<file path="src/rtl/rpsc_pkg.sv">
// Shared types and constants for the RPSC fault sequencer.
package rpsc_pkg;

  // Channel count of the card-12 protection card (FF41..FF48).
  localparam int CARD12_N_CH = 8;

  // Acknowledge/reset sequencing states.
  typedef enum logic [1:0] {
    ST_IDLE    = 2'd0,
    ST_TRIPPED = 2'd1,
    ST_CHECK   = 2'd2,
    ST_CLEAR   = 2'd3
  } rpsc_state_e;

endpackage

</file>
<file path="src/rtl/rpsc_debounce.sv">
// One fault channel: multi-stage synchroniser followed by a debounce counter.
// dout_next is the value dout will take at the next edge, so downstream
// latches can register the same event in the same cycle dout changes.
module rpsc_debounce #(
  parameter int SYNC_STAGES = 2,
  parameter int DEBOUNCE    = 4
) (
  input  logic clk,
  input  logic reset,
  input  logic din,
  output logic dout,
  output logic dout_next
);

  localparam int CW = $clog2(DEBOUNCE + 1);
  localparam logic [CW-1:0] CNT_LAST = CW'(DEBOUNCE - 1);

  logic [SYNC_STAGES-1:0] sync_q, sync_d;
  logic [CW-1:0]          cnt_q, cnt_d;
  logic                   out_q, out_d;
  logic                   synced;

  // Shift the raw input through the synchroniser chain.
  always_comb begin
    sync_d = {sync_q[SYNC_STAGES-2:0], din};
    synced = sync_q[SYNC_STAGES-1];
  end

  // Count consecutive differing samples; toggle on the DEBOUNCE-th one.
  // The counter restarts on every toggle, so it never passes CNT_LAST.
  always_comb begin
    cnt_d = cnt_q;
    out_d = out_q;
    if (synced == out_q) begin
      cnt_d = '0;
    end else if (cnt_q >= CNT_LAST) begin
      out_d = ~out_q;
      cnt_d = '0;
    end else begin
      cnt_d = cnt_q + 1'b1;
    end
  end

  // Synchroniser, counter and debounced output registers.
  always_ff @(posedge clk or posedge reset) begin
    if (reset) begin
      sync_q <= '0;
      cnt_q  <= '0;
      out_q  <= 1'b0;
    end else begin
      sync_q <= sync_d;
      cnt_q  <= cnt_d;
      out_q  <= out_d;
    end
  end

  assign dout      = out_q;
  assign dout_next = out_d;

endmodule

</file>
<file path="src/rtl/rpsc_fault_sequencer.sv">
// RPSC fault flip-flop controller: debounced live faults, per-channel alarm
// latches with first-out capture, card trip, and the acknowledge/clear
// sequence that only releases latches after a fault-free hold time.
module rpsc_fault_sequencer
  import rpsc_pkg::*;
#(
  parameter int N_CH        = CARD12_N_CH,
  parameter int SYNC_STAGES = 2,
  parameter int DEBOUNCE    = 4,
  parameter int HOLD_CYCLES = 16,
  localparam int IW         = (N_CH > 1) ? $clog2(N_CH) : 1
) (
  input  logic            clk,
  input  logic            reset,
  input  logic [N_CH-1:0] fault_in,
  input  logic [N_CH-1:0] fault_mask,
  input  logic            ack_req,
  output logic [N_CH-1:0] fault_out,
  output logic [N_CH-1:0] fault_la,
  output logic            first_valid,
  output logic [IW-1:0]   first_idx,
  output logic            trip,
  output logic            busy,
  output logic            clear_denied
);

  localparam int HW = $clog2(HOLD_CYCLES + 1);
  localparam logic [HW-1:0] HOLD_LAST = HW'(HOLD_CYCLES - 1);

  logic [N_CH-1:0] fault_next;
  logic [N_CH-1:0] set_vec;
  logic [N_CH-1:0] active;
  logic [IW-1:0]   low_idx;
  logic            ack_rise;

  rpsc_state_e     state_q, state_d;
  logic [HW-1:0]   hold_q, hold_d;
  logic [N_CH-1:0] la_q, la_d;
  logic            fv_q, fv_d;
  logic [IW-1:0]   idx_q, idx_d;
  logic            ack_q, ack_d;

  for (genvar g = 0; g < N_CH; g++) begin : g_ch
    rpsc_debounce #(
      .SYNC_STAGES(SYNC_STAGES),
      .DEBOUNCE   (DEBOUNCE)
    ) u_debounce (
      .clk      (clk),
      .reset    (reset),
      .din      (fault_in[g]),
      .dout     (fault_out[g]),
      .dout_next(fault_next[g])
    );
  end

  // Latch requests use the debouncer's next value so LA rises with OUT;
  // the hold check looks at the live unmasked OUT state.
  always_comb begin
    set_vec  = fault_next & ~fault_mask;
    active   = fault_out & ~fault_mask;
    ack_d    = ack_req;
    ack_rise = ack_req & ~ack_q;
    low_idx  = '0;
    for (int i = N_CH - 1; i >= 0; i--) begin
      if (set_vec[i]) low_idx = IW'(i);
    end
  end

  // Next-state and hold counter logic for the acknowledge sequence.
  always_comb begin
    state_d = state_q;
    hold_d  = hold_q;
    unique case (state_q)
      ST_IDLE: begin
        if (|set_vec) state_d = ST_TRIPPED;
      end
      ST_TRIPPED: begin
        if (ack_rise) begin
          state_d = ST_CHECK;
          hold_d  = '0;
        end
      end
      ST_CHECK: begin
        if (|active) begin
          state_d = ST_TRIPPED;
        end else begin
          hold_d = hold_q + 1'b1;
          if (hold_q >= HOLD_LAST) state_d = ST_CLEAR;
        end
      end
      ST_CLEAR: begin
        state_d = (|set_vec) ? ST_TRIPPED : ST_IDLE;
      end
      default: state_d = ST_IDLE;
    endcase
  end

  // Alarm latches and first-out capture; a set in the CLEAR cycle survives.
  always_comb begin
    if (state_q == ST_CLEAR) begin
      la_d  = set_vec;
      fv_d  = 1'b0;
      idx_d = '0;
    end else begin
      la_d  = la_q | set_vec;
      fv_d  = fv_q;
      idx_d = idx_q;
    end
    if (!fv_d && (|set_vec)) begin
      fv_d  = 1'b1;
      idx_d = low_idx;
    end
  end

  // Decode status outputs from the current state and latch registers.
  always_comb begin
    trip         = |la_q;
    busy         = (state_q == ST_CHECK) || (state_q == ST_CLEAR);
    clear_denied = (state_q == ST_CHECK) && (|active);
  end

  // State, hold counter, latches, first-out and ack edge registers.
  always_ff @(posedge clk or posedge reset) begin
    if (reset) begin
      state_q <= ST_IDLE;
      hold_q  <= '0;
      la_q    <= '0;
      fv_q    <= 1'b0;
      idx_q   <= '0;
      ack_q   <= 1'b0;
    end else begin
      state_q <= state_d;
      hold_q  <= hold_d;
      la_q    <= la_d;
      fv_q    <= fv_d;
      idx_q   <= idx_d;
      ack_q   <= ack_d;
    end
  end

  assign fault_la    = la_q;
  assign first_valid = fv_q;
  assign first_idx   = idx_q;

endmodule
</file>
<file path="config.mk">
export PLATFORM = sky130hd
export DESIGN_NAME = rpsc_fault_sequencer
export DESIGN_NICKNAME = d
export VERILOG_FILES = /design/src/rtl/rpsc_pkg.sv /design/src/rtl/rpsc_debounce.sv /design/src/rtl/rpsc_fault_sequencer.sv
export SDC_FILE = /design/constraint.sdc
export NUM_CORES = 1
export LEC_CHECK = 0
export CORE_ASPECT_RATIO = 1.2
export CORE_UTILIZATION = 50
export DETAILED_ROUTE_END_ITERATION = 10
export PLACE_DENSITY_LB_ADDON = 0.2
export SYNTH_ARGS = -nofsm -noshare
export SYNTH_HDL_FRONTEND = slang
export SYNTH_SLANG_ARGS = --single-unit
</file>
<file path="constraint.sdc">
create_clock -name clk -period 5.3 [get_ports clk]
set_input_delay 1.06 -clock clk [delete_from_list [all_inputs] [get_ports clk]]
set_output_delay 1.06 -clock clk [all_outputs]
set_load 0.03 [all_outputs]
</file>
==> impl_table.tex, run 1 <==
\begin{tabular}{lr}
\hline
Metric & Value \\
\hline
\multicolumn{2}{l}{\textbf{STA}} \\
Final total negative setup slack & 0 ps \\
Total count of max-transition violations in the final report & 0 \\
RSZ-0062 raised after global routing & false \\
Max-slew headroom at the worst pin & between 50 and 60\% \\
Number of endpoints with negative hold slack in the final report & 0 \\
Clk\_skew & 9.87 ps \\
Final setup violation count & 0 \\
Period Utilization, post-route & roughly 73\% \\
Peak Freq & between 200 and 300 MHz \\
Final critical path time including I/O delays and setup & between 3000 and 4000 ps \\
Worst-Margin Slew & about 660 ps \\
\multicolumn{2}{l}{\textbf{Routing}} \\
Total Wirelength & 5230 µm \\
Total via count after detailed routing & between 1500 and 2000 \\
DR pass1 iterations & 4 \\
Average detailed-routed wire length per instance & 13.5 µm \\
DRC Markers & 0 \\
Detail-routed via count per cell & 5.07 \\
Post-detailed-route count of antenna-violating nets & 0 \\
Number of DRC markers after the initial detailed-route iteration & 123 \\
\multicolumn{2}{l}{\textbf{Min path}} \\
Hold\_sp & g\_ch[0].u\_debounce.sync\_q[0]\$\_DFF\_PP0\_ \\
Worst hold path endpoint & g\_ch[0].u\_debounce.sync\_q[1]\$\_DFF\_PP0\_ \\
Hold path cells & 0 \\
Kind of path behind the tightest hold check & reg -> reg \\
\multicolumn{2}{l}{\textbf{Global route}} \\
Overall fraction of global-route tracks in use & a little under a fifth \\
Maximum number of pins on one net before global-route repair & 38 \\
Total global routing overflow & 0 \\
Initial antenna violation count & 0 \\
First-pass GRT wire length & 9160 µm \\
Via count of the first global-routing pass & 2116 \\
\multicolumn{2}{l}{\textbf{Clocking}} \\
Clock insertion delay at the later pin of the skew report & roughly 340 ps \\
CTS clock-pin slew for the worst setup and hold paths & roughly 70 ps \\
Number of buffers inserted by hold repair at cts & 0 \\
Htree depth & 3 \\
Clock sinks & a little under 70 \\
CTS tree & yes \\
Resize count post-CTS & 0 \\
Clock tree root buffer cell & clkbuf\_8 \\
Maximum clock insertion buffer count & 2 \\
Setup Fix Bufs, Post-CTS & 0 \\
Clock buffers created by TritonCTS & 9 \\
\multicolumn{2}{l}{\textbf{Logic synthesis}} \\
\#FFs+latches synth & $\sim$70 \\
Fraction of the mapped netlist area in simple logic gates & roughly 16\% \\
Compound-cell area share of the yosys netlist & 7.93\% \\
Adder-cell share of the synthesized area & 7.10\% \\
Cell Area, Synth & around 3200 µm² \\
Mapped Cells & approximately 260 \\
Proportion of synthesized chip area in sequential cells & 53.7\% \\
Async SR Flop Fraction & between 90\% and 100\% \\
Avg Synthesized Cell Area & $\sim$12 µm² \\
Fraction of synthesized cell area in xor and xnor cells & between 2 and 3\% \\
Predominant post-synthesis flop cell & dfrtp\_1 \\
Post-synthesis net count & 295 \\
Multiplexer share of the synthesized area & 8.29\% \\
Yosys warning count & 0 \\
Count of different cell masters after synthesis & between 40 and 50 \\
Number of synthesized flops with an enable pin & 0 \\
Largest family of logic cells by synthesized area & simple AND/OR/NAND/NOR gates \\
\multicolumn{2}{l}{\textbf{Place}} \\
Routability-driven placement congestion ratio & approximately 0.75 \\
Cell area after placement & around 3600 µm² \\
Half-perimeter wire length after detailed placement & 3930 µm \\
Total of buffers placed on input and output ports & slightly above 40 \\
\multicolumn{2}{l}{\textbf{Die}} \\
X dimension of the die & 74.7 µm \\
Vertical extent of the die & approximately 89 µm \\
Core footprint & a little over 6000 µm² \\
Num rows & 31 \\
Die area & $\sim$6700 µm² \\
Starting Density & $\sim$52\% \\
\# IOs & 42 \\
\multicolumn{2}{l}{\textbf{Critical path}} \\
Startpoint types & primary input \\
Crit path DAT & between 2000 and 3000 ps \\
Logic depth of the worst register-to-register path & 7 \\
Reg-to-Reg End & first\_idx[1]\$\_DFFE\_PP0P\_ \\
Start-to-end type of the worst setup path & in -> out \\
Worst setup EP type & output pin \\
R2r setup slk & between 2000 and 3000 ps \\
Required time reported for the critical path endpoint & between 4000 and 5000 ps \\
Peak fanout along the critical path & 4 \\
Startpoint of the worst register-to-register path & g\_ch[7].u\_debounce.cnt\_q[0]\$\_DFF\_PP0\_ \\
\multicolumn{2}{l}{\textbf{Power}} \\
Comb power frac & 41.8\% \\
Net Sw Frac & roughly 37\% \\
P\_leak & approximately 0.0017 µW \\
Pwr Density & 553 nW/µm² \\
Share of total power in the clock network & $\sim$20\% \\
Switching Power & approximately 800 µW \\
Worst vdd rail ir drop & approximately 0.0003 V \\
Int Pwr & between 1000 and 1500 µW \\
Sequential fraction of design power & roughly 38\% \\
\multicolumn{2}{l}{\textbf{Layout}} \\
Number of nets in the final layout & about 340 \\
Area growth from synthesis to layout & 20.2\% \\
Fraction of layout cells with a size suffix above 1 & between 10\% and 20\% \\
Fraction of the core area covered by cells at the end of the flow & a little over three fifths \\
Post-route cell area & approximately 3800 µm² \\
Commonest non-fill, non-tap cells in the layout & 68 x dfrtp\_1, 41 x clkdlybuf4s50\_1, 22 x nor2\_1 \\
Number of antenna diodes & 0 \\
Number of fillers in the final layout & 515 \\
Most common library cell in the layout ignoring fill and taps & dfrtp\_1 \\
\multicolumn{2}{l}{\textbf{Outcome}} \\
Result of the run & finished, final reports clean \\
\multicolumn{2}{l}{\textbf{Job}} \\
Maximum Capacitance Violations & 0 \\
\hline
\end{tabular}
==> metal layers <==
layer  vias to the layer above  global-route usage [%]  share of wire (%)
met2                        40                    30.9                 50
met5                         -                       0                  0
met4                         0                    11.0                2.0
met3                         9                    3.49                3.5
li1                        970                       -                  -
met1                       944                    22.9                 45
==> layout make-up <==
cell class / count / area (µm²) / share of cell area [%]
clock buffers: 12 / 155 / 4.07
clock inverters: 4 / 47.5 / 1.25
inverters: 16 / 60.1 / 1.58
multi-input cells: 163 / 1330 / 34.8
flip-flops and latches: 68 / 1700 / 44.6
well taps: 82 / 103 / 2.69
repair buffers: 42 / 418 / 11.0
==> cells in the mapped netlist, types with 3 or more instances <==
library cell	count	share of area [%]
dfrtp_1	68	54
nor2_1	22	2.6
ha_1	18	7.1
inv_1	16	1.9
nand2_1	14	1.7
nand2b_1	13	2.6
mux2_2	9	3.2
buf_4	8	1.9
nand2b_2	8	2.2
a21o_1	7	1.7
xor2_1	6	1.7
a211o_1	5	1.4
nor3_1	5	0.79
nor3b_1	4	0.95
nor4_1	4	0.79
xnor2_1	4	1.1
mux2i_1	3	0.95
mux2i_2	3	1.3
mux2i_4	3	2.1
nand3_1	3	0.47
nand4_1	3	0.59
==> how the worst max path moves through the flow <==
stage	startpoint	depth (start not counted)	slack (ps)	to
after floorplan	fault_mask[3]	4	2380	clear_denied
after global placement	fault_mask[1]	6	1400	clear_denied
after detailed placement	fault_mask[1]	6	1390	clear_denied
after CTS	fault_mask[1]	6	1380	clear_denied
after global routing	fault_mask[2]	6	1310	clear_denied
final	fault_mask[1]	6	1420	clear_denied
==> power groups by stage <==
stage | Sequential, µW | Clock (µW) | Combinational (µW)
after floorplan | 845 | 0 | 629
after global placement | 805 | 0 | 873
after detailed placement | 810 | 0 | 892
after CTS | 802 | 440 | 894
after global routing | 821 | 463 | 977
final | 800 | 426 | 882
==> through the flow <==
step | worst slack (ps) | total power [µW] | std cells | hold slack [ps]
final | 1420 | 2110 | 387 | 349
after global placement | 1400 | 1680 | 371 | 332
after detailed placement | 1390 | 1700 | 371 | 337
after CTS | 1380 | 2140 | 387 | 351
after global routing | 1310 | 2260 | 387 | 358
after floorplan | 2380 | 1470 | 258 | 331
==> critical path, cell delays in order <==
cell and delay (ps):
clkdlybuf4s50_1 470, nand2b_1 180, nand4_1 200, nor2_1 250, nor2_1 70, clkdlybuf4s50_1 590
==> state kept, by name (all words and copies together), names as in the netlist <==
register	count
g_ch.u_debounce.cnt_q	24
first_idx	3
first_valid	1
state_q	2
ack_q	1
fault_la	8
hold_q	5
g_ch.u_debounce.dout	8
g_ch.u_debounce.sync_q	16
==> cells by family after synthesis <==
| group | after synthesis |
|---|---|
| compound gates | 28 |
| xor+xnor | 10 |
| fa+ha+maj | 18 |
| buf+inv | 27 |
| flops | 68 |
| mux | 20 |
| simple gates | 87 |
Note: power is estimated with default switching activity, not from simulation.
==> run 2, diff against run 1 <==
--- a/config.mk
+++ b/config.mk
@@ -6,7 +6,7 @@
 export NUM_CORES = 1
 export LEC_CHECK = 0
 export CORE_ASPECT_RATIO = 1.2
-export CORE_UTILIZATION = 50
+export CORE_UTILIZATION = 49
 export DETAILED_ROUTE_END_ITERATION = 10
 export PLACE_DENSITY_LB_ADDON = 0.2
 export SYNTH_ARGS = -nofsm -noshare
==> constraint.sdc (replaced) <==
create_clock -name clk -period 3.45 [get_ports clk]
set_input_delay 0.69 -clock clk [delete_from_list [all_inputs] [get_ports clk]]
set_output_delay 0.69 -clock clk [all_outputs]
set_load 0.03 [all_outputs]
==> run 2 against run 1 <==
Via count is 0.56% higher. Global-route usage shrank 0.97 points. Utilization fell by 0.19 points. Critical endpoint unchanged.
==> impl_table.tex, run 2 (same netlist as run 1, synthesis figures left out) <==
\begin{tabular}{lr}
\hline
Metric & Value \\
\hline
\multicolumn{2}{l}{\textbf{Power}} \\
Comb power frac & 41.8\% (about the same) \\
Net Sw Frac & 37.2\% (was 37.1\%) \\
Switching Power & 1200 µW (was 783 µW) \\
Int Pwr & 2040 µW (was 1320 µW) \\
Share of total power in the clock network & 20.3\% (was 20.2\%) \\
Post-route total power & 3240 µW (was 2110 µW) \\
Worst vdd rail ir drop & 0.000481 V (was 0.000303 V) \\
Pwr Density & 848 nW/µm² (was 553 nW/µm²) \\
P\_leak & 0.00173 µW (about the same) \\
Sequential fraction of design power & 37.9\% (about the same) \\
\multicolumn{2}{l}{\textbf{Min path}} \\
Hold path cells & 0 (unchanged) \\
Kind of path behind the tightest hold check & reg -> reg (unchanged) \\
Hold\_sp & g\_ch[7].u\_debounce.sync\_q[0]\$\_DFF\_PP0\_ (was g\_ch[0].u\_debounce.sync\_q[0]\$\_DFF\_PP0\_) \\
Worst hold path endpoint & g\_ch[7].u\_debounce.sync\_q[1]\$\_DFF\_PP0\_ (was g\_ch[0].u\_debounce.sync\_q[1]\$\_DFF\_PP0\_) \\
\multicolumn{2}{l}{\textbf{Clocking}} \\
Maximum clock insertion buffer count & 2 (unchanged) \\
Clock buffers created by TritonCTS & 9 (unchanged) \\
CTS tree & yes (unchanged) \\
Resize count post-CTS & 0 (unchanged) \\
Clock tree root buffer cell & clkbuf\_8 (unchanged) \\
CTS clock-pin slew for the worst setup and hold paths & 70 ps (about the same) \\
Clock sinks & 68 (unchanged) \\
Number of buffers inserted by hold repair at cts & 0 (unchanged) \\
Htree depth & 3 (unchanged) \\
Clock insertion delay at the later pin of the skew report & 330 ps (was 340 ps) \\
Setup Fix Bufs, Post-CTS & 0 (unchanged) \\
\multicolumn{2}{l}{\textbf{Die}} \\
Starting Density & 51.7\% (was 52.1\%) \\
Core footprint & 6130 µm² (was 6090 µm²) \\
Die area & 6800 µm² (was 6660 µm²) \\
Num rows & 31 (unchanged) \\
Vertical extent of the die & 90.1 µm (was 89.2 µm) \\
X dimension of the die & 75.4 µm (was 74.7 µm) \\
\# IOs & 42 (unchanged) \\
\multicolumn{2}{l}{\textbf{Global route}} \\
Total global routing overflow & 0 (unchanged) \\
Via count of the first global-routing pass & 2046 (was 2116) \\
Overall fraction of global-route tracks in use & 17.8\% (was 18.7\%) \\
Maximum number of pins on one net before global-route repair & 39 (was 38) \\
Initial antenna violation count & 0 (unchanged) \\
First-pass GRT wire length & 9070 µm (was 9160 µm) \\
\multicolumn{2}{l}{\textbf{STA}} \\
Worst-Margin Slew & 658 ps (was 655 ps) \\
Period Utilization, post-route & between 90\% and 100\% \\
Total count of max-transition violations in the final report & 0 (unchanged) \\
Worst-case hold slack & 350 ps (was 349 ps) \\
Clk\_skew & 8.88 ps (was 9.87 ps) \\
Max-slew headroom at the worst pin & 56.1\% (was 56.2\%) \\
RSZ-0062 raised after global routing & false (unchanged) \\
Number of endpoints with negative hold slack in the final report & 0 (unchanged) \\
Peak Freq & between 300 and 400 MHz \\
Final setup violation count & 0 (unchanged) \\
Final total negative setup slack & 0 ps (unchanged) \\
Final critical path time including I/O delays and setup & 3140 ps \\
\multicolumn{2}{l}{\textbf{Layout}} \\
Number of antenna diodes & 0 (unchanged) \\
Max reg flops & 24 (unchanged) \\
Top Registers & g\_ch.u\_debounce.cnt\_q (24), g\_ch.u\_debounce.sync\_q (16) (unchanged) \\
Fraction of layout cells with a size suffix above 1 & 16.4\% (unchanged) \\
Fin cells & 387 (unchanged) \\
Area growth from synthesis to layout & 20.6\% (was 20.2\%) \\
Most flops, register & g\_ch.u\_debounce.cnt\_q (unchanged) \\
Commonest non-fill, non-tap cells in the layout & 68 x dfrtp\_1, 41 x clkdlybuf4s50\_1, 22 x nor2\_1 (unchanged) \\
Most common library cell in the layout ignoring fill and taps & dfrtp\_1 (unchanged) \\
Number of fillers in the final layout & 531 (was 515) \\
Post-route cell area & 3820 µm² (was 3810 µm²) \\
Number of nets in the final layout & 337 (unchanged) \\
\multicolumn{2}{l}{\textbf{Routing}} \\
Total Wirelength & 5240 µm (was 5230 µm) \\
Total via count after detailed routing & 1974 (was 1963) \\
Detail-routed via count per cell & 5.10 (was 5.07) \\
Average detailed-routed wire length per instance & 13.5 µm (about the same) \\
Post-detailed-route count of antenna-violating nets & 0 (unchanged) \\
DRC Markers & 0 (unchanged) \\
Number of DRC markers after the initial detailed-route iteration & 40 (was 123) \\
DR pass1 iterations & 4 (unchanged) \\
\multicolumn{2}{l}{\textbf{Critical path}} \\
Crit path cell chain & clkdlybuf4s50\_1, nand2b\_1, nand4\_1, nor2\_1, nor2\_1, clkdlybuf4s50\_1 (unchanged) \\
Crit path DAT & 2450 ps (was 2820 ps) \\
Worst setup EP type & output pin (unchanged) \\
R2r setup slk & 1060 ps (was 2860 ps) \\
Startpoint types & primary input (unchanged) \\
Critical path's top delay family & buffers and inverters (unchanged) \\
Highest cell delay on the worst timing path & 590 ps (about the same) \\
Startpoint of the worst register-to-register path & g\_ch[7].u\_debounce.cnt\_q[0]\$\_DFF\_PP0\_ (unchanged) \\
Start-to-end type of the worst setup path & in -> out (unchanged) \\
Logic depth of the worst register-to-register path & 7 (unchanged) \\
Total buffers and inverters traversed by the critical path & 2 (unchanged) \\
Peak fanout along the critical path & 4 (unchanged) \\
Reg-to-Reg End & first\_idx[1]\$\_DFFE\_PP0P\_ (unchanged) \\
Required time reported for the critical path endpoint & 2760 ps (was 4240 ps) \\
Cell type of the slowest stage on the worst timing path & clkdlybuf4s50\_1 (unchanged) \\
\multicolumn{2}{l}{\textbf{Place}} \\
Total of buffers placed on input and output ports & 41 (unchanged) \\
Routability-driven placement congestion ratio & 0.737 (was 0.752) \\
Half-perimeter wire length after detailed placement & 3900 µm (was 3930 µm) \\
Cell area after placement & 3620 µm² (was 3610 µm²) \\
Post-placement cell count & 371 (unchanged) \\
\multicolumn{2}{l}{\textbf{Outcome}} \\
Result of the run & finished, final reports clean (unchanged) \\
\multicolumn{2}{l}{\textbf{Job}} \\
Maximum Capacitance Violations & 0 (unchanged) \\
\hline
\end{tabular}
run 2: cell types whose count changed in the layout (fill, tap and decap cells not counted):
cell    change
buf_4       -1
buf_12      +1
run 2: cell type report:
cell class	instances	area [µm²]	share of cell area [%]
Sequential cell	68	1700	44.5
Clock buffer	12	155	4.06
Tap cell	82	103	2.68
Inverter	16	60.1	1.57
Clock inverter	4	47.5	1.24
Multi-Input combinational cell	163	1330	34.7
Timing Repair Buffer	42	430	11.3
run 2: worst max-delay path by stage:
stage / from / to / slack, ps / cells after the start
final: fault_mask[2] / clear_denied / 310 / 6
after global routing: fault_mask[1] / clear_denied / 190 / 6
after floorplan: reset / ack_q$_DFF_PP0_ / 1050 / 1
after detailed placement: fault_mask[1] / clear_denied / 270 / 6
after global placement: fault_mask[1] / clear_denied / 280 / 6
after CTS: fault_mask[1] / clear_denied / 260 / 6
run 2: per-stage QoR:
stage	setup WS, ps	utilization [%]
5_1_grt	193	62.4
6_report	307	62.4
3_5_place_dp	268	59.1
3_3_place_gp	284	59.1
2_1_floorplan	1050	-
4_1_cts	262	62.4
run 2: power groups by stage:
| stage | registers (µW) | clock network (µW) | logic [µW] |
|---|---|---|---|
| floorplan | 1300 | 0 | 967 |
| global placement | 1240 | 0 | 1340 |
| detailed placement | 1240 | 0 | 1370 |
| CTS | 1230 | 680 | 1380 |
| global route | 1270 | 714 | 1480 |
| finish | 1230 | 658 | 1360 |
run 2: layer usage:
layer  part of all wire (%)  global-route usage [%]  vias to the layer above
li1                       -                       -                      966
met1                     45                    23.5                      970
met2                     50                    27.3                       31
met3                    3.7                    4.04                        7
met4                    1.4                    8.33                        0
met5                      0                       0                        -
